--- config.mk ---
export PLATFORM = sky130hd
export DESIGN_NAME = ping_pong_sequencer
export DESIGN_NICKNAME = d
export VERILOG_FILES = /design/src/rtl/ping_pong_sequencer.sv
export SDC_FILE = /design/constraint.sdc
export NUM_CORES = 1
export LEC_CHECK = 0
export ABC_AREA = 1
export BUFFER_PORTS_ARGS = -buffer_cell sky130_fd_sc_hd__buf_2
export CORE_AREA = 3 3 73 75
export DETAILED_ROUTE_END_ITERATION = 10
export DIE_AREA = 0 0 76 78
export HOLD_SLACK_MARGIN = 0.1
export PLACE_DENSITY = 0.75
export SETUP_SLACK_MARGIN = 0.15
export SLEW_MARGIN = 20
export SYNTH_ARGS = -nofsm -noshare
export SYNTH_HDL_FRONTEND = slang
export SYNTH_SLANG_ARGS = --single-unit
--- constraint.sdc ---
create_clock -name clk -period 1.45 [get_ports clk]
set_input_delay 0.2175 -clock clk [delete_from_list [all_inputs] [get_ports clk]]
set_output_delay 0.2175 -clock clk [all_outputs]
set_load 0.03 [all_outputs]
--- src/rtl/ping_pong_sequencer.sv ---
// Tick, flip and load sequencing for the ping-pong counter datapath, all on clk.
// Optional build macro PP_SEQ_FLIP_PARITY_EN: pending flip toggles instead of sticking.
module ping_pong_sequencer #(
  parameter int TICK_DIV = 25000000,
  parameter int DIV_W    = 25
) (
  input  logic       clk,
  input  logic       rst_n,
  input  logic       enable,
  input  logic       flip_pulse,
  input  logic [3:0] max_in,
  input  logic [3:0] min_in,
  output logic       cnt_tick,
  output logic       cnt_flip,
  output logic       cnt_load,
  output logic [3:0] cfg_max,
  output logic [3:0] cfg_min,
  output logic       cfg_valid,
  output logic [1:0] state
);

  typedef enum logic [1:0] {
    IDLE  = 2'd0,
    LOAD  = 2'd1,
    RUN   = 2'd2,
    PAUSE = 2'd3
  } state_t;

  localparam logic [DIV_W-1:0] TICK_LAST = DIV_W'(TICK_DIV - 1);

  state_t           state_q, state_d;
  logic [DIV_W-1:0] presc_q, presc_d;
  logic             pending_q, pending_d;
  logic [3:0]       cfg_max_q, cfg_max_d;
  logic [3:0]       cfg_min_q, cfg_min_d;
  logic             cnt_tick_q, cnt_tick_d;
  logic             cnt_flip_q, cnt_flip_d;
  logic             cnt_load_q, cnt_load_d;

  logic cfg_ok;
  logic at_tick;
  logic pending_upd;

  assign cfg_ok  = (max_in > min_in);
  assign at_tick = (presc_q == TICK_LAST);

  // Pending flip with this cycle's pulse folded in; also what a tick reports.
`ifdef PP_SEQ_FLIP_PARITY_EN
  assign pending_upd = pending_q ^ flip_pulse;
`else
  assign pending_upd = pending_q | flip_pulse;
`endif

  always_comb begin
    state_d    = state_q;
    presc_d    = presc_q;
    pending_d  = pending_q;
    cfg_max_d  = cfg_max_q;
    cfg_min_d  = cfg_min_q;
    cnt_tick_d = 1'b0;
    cnt_flip_d = 1'b0;
    cnt_load_d = 1'b0;

    case (state_q)
      IDLE: begin
        presc_d   = '0;
        pending_d = 1'b0;
        if (enable) state_d = LOAD;
      end

      LOAD: begin
        presc_d   = '0;
        pending_d = 1'b0;
        if (!enable) begin
          state_d = IDLE;
        end else if (cfg_ok) begin
          state_d    = RUN;
          cfg_max_d  = max_in;
          cfg_min_d  = min_in;
          cnt_load_d = 1'b1;
        end
      end

      RUN: begin
        if (at_tick) begin
          presc_d   = '0;
          pending_d = 1'b0;
          if (cfg_ok) begin
            cfg_max_d  = max_in;
            cfg_min_d  = min_in;
            cnt_tick_d = 1'b1;
            cnt_flip_d = pending_upd;
            state_d    = enable ? RUN : PAUSE;
          end else begin
            state_d = LOAD;
          end
        end else begin
          // The RUN cycle itself still counts; freezing starts in PAUSE.
          presc_d   = presc_q + DIV_W'(1);
          pending_d = pending_upd;
          if (!enable) state_d = PAUSE;
        end
      end

      PAUSE: begin
        pending_d = pending_upd;
        if (enable) state_d = RUN;
      end

      default: begin
        state_d = IDLE;
      end
    endcase
  end

  always_ff @(posedge clk) begin
    if (!rst_n) begin
      state_q    <= IDLE;
      presc_q    <= '0;
      pending_q  <= 1'b0;
      cfg_max_q  <= 4'd0;
      cfg_min_q  <= 4'd0;
      cnt_tick_q <= 1'b0;
      cnt_flip_q <= 1'b0;
      cnt_load_q <= 1'b0;
    end else begin
      state_q    <= state_d;
      presc_q    <= presc_d;
      pending_q  <= pending_d;
      cfg_max_q  <= cfg_max_d;
      cfg_min_q  <= cfg_min_d;
      cnt_tick_q <= cnt_tick_d;
      cnt_flip_q <= cnt_flip_d;
      cnt_load_q <= cnt_load_d;
    end
  end

  assign cnt_tick  = cnt_tick_q;
  assign cnt_flip  = cnt_flip_q;
  assign cnt_load  = cnt_load_q;
  assign cfg_max   = cfg_max_q;
  assign cfg_min   = cfg_min_q;
  assign cfg_valid = (state_q == RUN) || (state_q == PAUSE);
  assign state     = state_q;

endmodule

Word-level counts from Yosys, hierarchy flattened
Index checks and enable logic that the tools add are counted.

Logic and storage cells: 53. Register bits after elaboration: 39. Bits of input ports: 12. Output and inout bits: 14.

Add/sub/neg operators: 1. Muxes and demuxes: 22. Bitwise operators: 1. Equal/unequal tests: 10. $lt $le $gt $ge: 1. Reduce and logical (&&, ||, !) cells: 10.

Operator list (number): 25-bit one-hot mux with 2 select lines (1); 25-bit by 1-bit adder with 25-bit output, second input constant (1); 25-bit equality test, second input constant (1); 25-bit 2-to-1 mux (1); 4-bit 2-to-1 mux (6); 4-bit one-hot mux with 2 select lines (2); 2-bit 2-to-1 mux (7); 3-bit AND reduction (3); 2-bit inequality test, second input constant (4); 2-bit one-hot mux with 4 select lines (1); 4-bit AND reduction (2); 3-bit inequality test, second input constant (2); 2-bit equality test, second input constant (2); 4-bit > comparator (1); 2-bit nonzero test (2); 1-bit 2-to-1 mux (3); 1-bit one-hot mux with 3 select lines (1); 2-bit by 1-bit equality test with 1-bit output, second input constant (1); 2-bit logical NOT (1); 2-bit OR reduction (1); 1-bit logical OR (1); 1-bit bitwise OR (1).

Longest topological paths before layout
Depth after elaboration: 4. Gate-level depth with buffers: 13. Depth with buffers taken out: 13.

Least setup slack after synthesis
No wires, ideal clock.

Path type: reg-to-reg. Start point: register presc_q[0]. End point: register cfg_max_q[3], in the netlist cfg_max[3]. Arrival time: 1459 ps. Library setup time: 115 ps. Buffers on the path: 1. Period minus slack after synthesis: 1574 ps. Data required time: 1335 ps. Path slack: -124 ps. Stages on the path, launching flop included: 12. Cell sequence: dfxtp_1 ha_1 nand2_1 nor2_4 nand2_2 nor2_4 nand2_4 o21ai_4 buf_6 nand3_1 nand2_1 nor2_1.

Cells in the longest elaborated chain, start to end: 3.

Ends and longest elaborated chain: start: declaration (RTL line 32) `logic [DIV_W-1:0] presc_q, presc_d;`; start signal: assignment (RTL line 128) `presc_q <= presc_d;`; 25-bit equality test (RTL line 45) `assign at_tick = (presc_q == TICK_LAST);`; 2-bit inequality test (no line); 3-bit AND reduction (no line); end signal: assignment (RTL line 130) `cfg_max_q <= cfg_max_d;`; end: declaration (RTL line 34) `logic [3:0] cfg_max_q, cfg_max_d;`.

Every way passes these cells. A chain may end at the register's enable or synchronous reset.

Final worst setup path
Start point: register presc_q[0]. End point: register cfg_max_q[1], in the netlist cfg_max[1].

Same word-level chain as after synthesis.

==> results.py <==
metrics = {
    "drt": {
        "viasPerCell": 5.34,
        "wl_per_cell_um": 14.8,
        "drc": 0,
        "drt_iter0_drc": 226,
        "final_antenna_net_count": 0,
        "vias": 2807,
        "drt-pass1-iter-count": 5,
        "finalWirelength_um": 7780,
    },
    "hold_path": {
        "hold_depth": 3,
        "worst_hold_path.endpoint": "pending_q$_SDFF_PN0_",
        "min_path_type": "in -> reg",
        "hp-start": "flip_pulse",
    },
    "yosys": {
        "syn_nets": 380,
        "synth_most_common_cell": "nand2_1",
        "synth_top_area_share_pct": 33.7,
        "yosysUniqueCellTypes": 32,
        "syn_area_mm2": 0.00232,
        "synth_ff_type": "dfxtp_1",
        "synth_top_area_cell": "dfxtp_1",
        "async_reset_ff_share_pct": 0,
        "ys_seq_elements": 39,
        "yosys-top-cells-count": "nand2_1, inv_1, dfxtp_1, nor2_1, a21oi_1",
        "yosysWarningCount": 0,
        "synthCells": 363,
        "ys_top_cells_by_area": "dfxtp_1, nand2_1, a21oi_1",
        "synth_edf_count": 0,
        "synth-seq-area-share_pct": 33.7,
        "syn_area_per_cell_um2": 6.39,
    },
    "critical_path": {
        "crit-reg2reg-launch": "presc_q[0]$_SDFFE_PN0P_",
        "cp_slowest_stage_delay_ns": 0.37,
        "start_kind": "flip-flop",
        "worstSetupEndpointType": "flip-flop",
        "crit_fanout": 16,
        "path_cells": "ha_4, nand2_4, nor2_4, nand2_2, nor2_4, nand2_4, o21ai_4, buf_12, nand3_1, nand2_1, nor2_1",
        "critical_path_arrival_ns": 1.84,
        "rr_endpoint": "cfg_max[1]$_SDFFE_PN0P_",
        "crit_slowest_cell": "dfxtp_4",
        "r2r_cells": 11,
        "r2r_slack_ns": -0.20,
        "crit_required_ns": 1.64,
        "path_class": "reg -> reg",
    },
    "clocking": {
        "numCtsBuffers": 5,
        "clockRootBuffer": "clkbuf_8",
        "htreeDepth": 2,
        "clk_latency_ns": 0.30,
        "cts_tree": "yes",
        "clkTransAtPathRegs_ns": 0.08,
        "numClockSinks": 39,
        "cts_max_path_buffers": 2,
        "hold_buffers": 0,
    },
    "sta": {
        "rsz0062_at_grt": "true",
        "hold_viol_final": 0,
        "fin_ws_ns": -0.202,
        "setup_tns_ns": -3.94,
        "clock.fmax_mhz": 605,
        "slew_headroom_pct": 50.8,
        "finClkSkew_ns": 0.00870,
        "fin_crit_sh_pct": 114,
        "tightest_slew_ns": 0.734,
        "setup_violations": 33,
        "fin_crit_ns": 1.65,
        "slew_violations": 0,
    },
    "cells_and_area": {
        "stdcell_area_mm2": 0.00351,
        "drive_above_1_share_pct": 42.9,
        "fill_cells": 320,
        "fin_cells": 526,
        "antenna_cells": 0,
        "fin_nets": 475,
        "area_growth_pct": 51.2,
    },
    "power_and_ir_drop": {
        "p_per_area_mw_per_mm2": 817,
        "clkPwrFrac_pct": 29.3,
        "ir_drop_v": 0.000444,
        "leakage_nw": 1.56,
        "seq_power_share_pct": 40.4,
        "p_int_mw": 1.90,
        "finalPower_mw": 2.87,
        "power.switching_mw": 0.970,
        "p_sw_share_pct": 33.8,
        "combinationalPowerShare_pct": 30.4,
    },
    "floorplanning": {
        "io_pins": 26,
        "die_h_um": 78,
        "core_mm2": 0.00472,
        "dieArea_mm2": 0.00593,
        "rows": 25,
        "start_util_pct": 49.1,
        "die_x_um": 76,
    },
    "placed_design": {
        "dp_slack_ns": -0.210,
        "placed_cells_incl_taps": 505,
        "io_buffer_count": 25,
        "place_congestion": 0.868,
        "place_area_mm2": 0.00300,
        "hpwl_um": 4650,
    },
    "grt": {
        "grt_antenna_before_repair": 0,
        "grt-ovfl-total": 0,
        "grt_max_degree": 20,
        "track_usage_pct": 24.2,
        "grt_pass1_wl_um": 11700,
        "first_global_vias": 2605,
    },
    "job": {
        "maxCapViolations": 0,
    },
    "status": {
        "status": "finished, violations left",
        "violations": "negative setup slack",
    },
}
[repair_timing]
item / CTS / global route
endpoints found under the hold margin: 0 / 0
pin swaps: 13 / 26
cloned: 1 / 0
resized for setup: 35 / 57
endpoints found under the setup margin: 35 / 37
buffers inserted: 3 / 9
[registers in the layout, indices dropped and copies added, names as in the netlist]
| register | cells |
|---|---|
| pending_q | 1 |
| cfg_max | 4 |
| cnt_flip | 1 |
| cfg_min | 4 |
| cnt_tick | 1 |
| presc_q | 25 |
| state | 2 |
| cnt_load | 1 |
[worst max path at each step]
stage / slack (ns) / cells after the start / to / startpoint
finish: -0.20 / 11 / cfg_max[1]$_SDFFE_PN0P_ / presc_q[0]$_SDFFE_PN0P_
global route: -0.27 / 11 / cfg_min[1]$_SDFFE_PN0P_ / presc_q[0]$_SDFFE_PN0P_
CTS: -0.16 / 11 / presc_q[24]$_SDFFE_PN0P_ / presc_q[0]$_SDFFE_PN0P_
detailed placement: -0.21 / 8 / cfg_max[1]$_SDFFE_PN0P_ / max_in[3]
global placement: -0.15 / 9 / cfg_max[1]$_SDFFE_PN0P_ / max_in[3]
floorplan: -0.06 / 11 / cfg_max[3]$_SDFFE_PN0P_ / presc_q[1]$_SDFFE_PN0P_
[area by class of cell]
cell class	count	area, um^2	area share [%]
Tap cell	67	83.8	2.39
Multi-Input combinational cell	268	1620	46.2
Sequential cell	39	795	22.6
Clock buffer	8	100	2.85
Inverter	45	174	4.96
Timing Repair Buffer	99	734	20.9
[power groups by stage]
stage / Sequential [mW] / Clock [mW] / Combinational (mW)
3_5_place_dp: 1.18 / 0 / 0.675
2_1_floorplan: 1.26 / 0 / 0.366
3_3_place_gp: 1.18 / 0 / 0.657
5_1_grt: 1.16 / 0.895 / 0.935
6_report: 1.16 / 0.839 / 0.871
4_1_cts: 1.16 / 0.842 / 0.742
[per-stage QoR]
stage / hold WS (ns) / util (%)
after floorplan: 0.430 / -
after global placement: 0.447 / 63.6
after detailed placement: 0.454 / 63.6
after CTS: 0.226 / 68.6
after global routing: 0.273 / 74.3
final: 0.216 / 74.3
[per-layer routing]
metal	GRT usage (%)	share of wire, %
met5	0	0
met4	9.42	2.5
met3	4.06	6.0
met2	43.4	51
met1	28.8	40
[layout by cell type, fill, tap and decap left out, types with 11 or more instances in the layout]
cell and n:
inv_1 38, dfxtp_1 30, nor2_2 11, nand3_1 23
buf_2 25, nand2_1 88, buf_4 62, buf_6 11
nand2_2 11, a21oi_1 25, nor2_1 25
[critical path: cells and delay by family, from the launching register on]
family,cells,cell delay (ns)
AOI/OAI and AO/OA,1,0.18
adders and majority gates,1,0.14
buffers and inverters,1,0.16
DFF,1,0.37
and+or+nand+nor,8,0.69
[cell families after synthesis]
logic type                 count (synthesis)  synth area share, %
DFF                                       39                 33.7
buffers and inverters                     56                 9.71
xor gates and xnor gates                   3                 1.13
adders and majority gates                  5                 2.70
AOI/OAI and AO/OA                         49                 11.3
and+or+nand+nor                          211                 41.5
(Power assumes the default switching activity.)
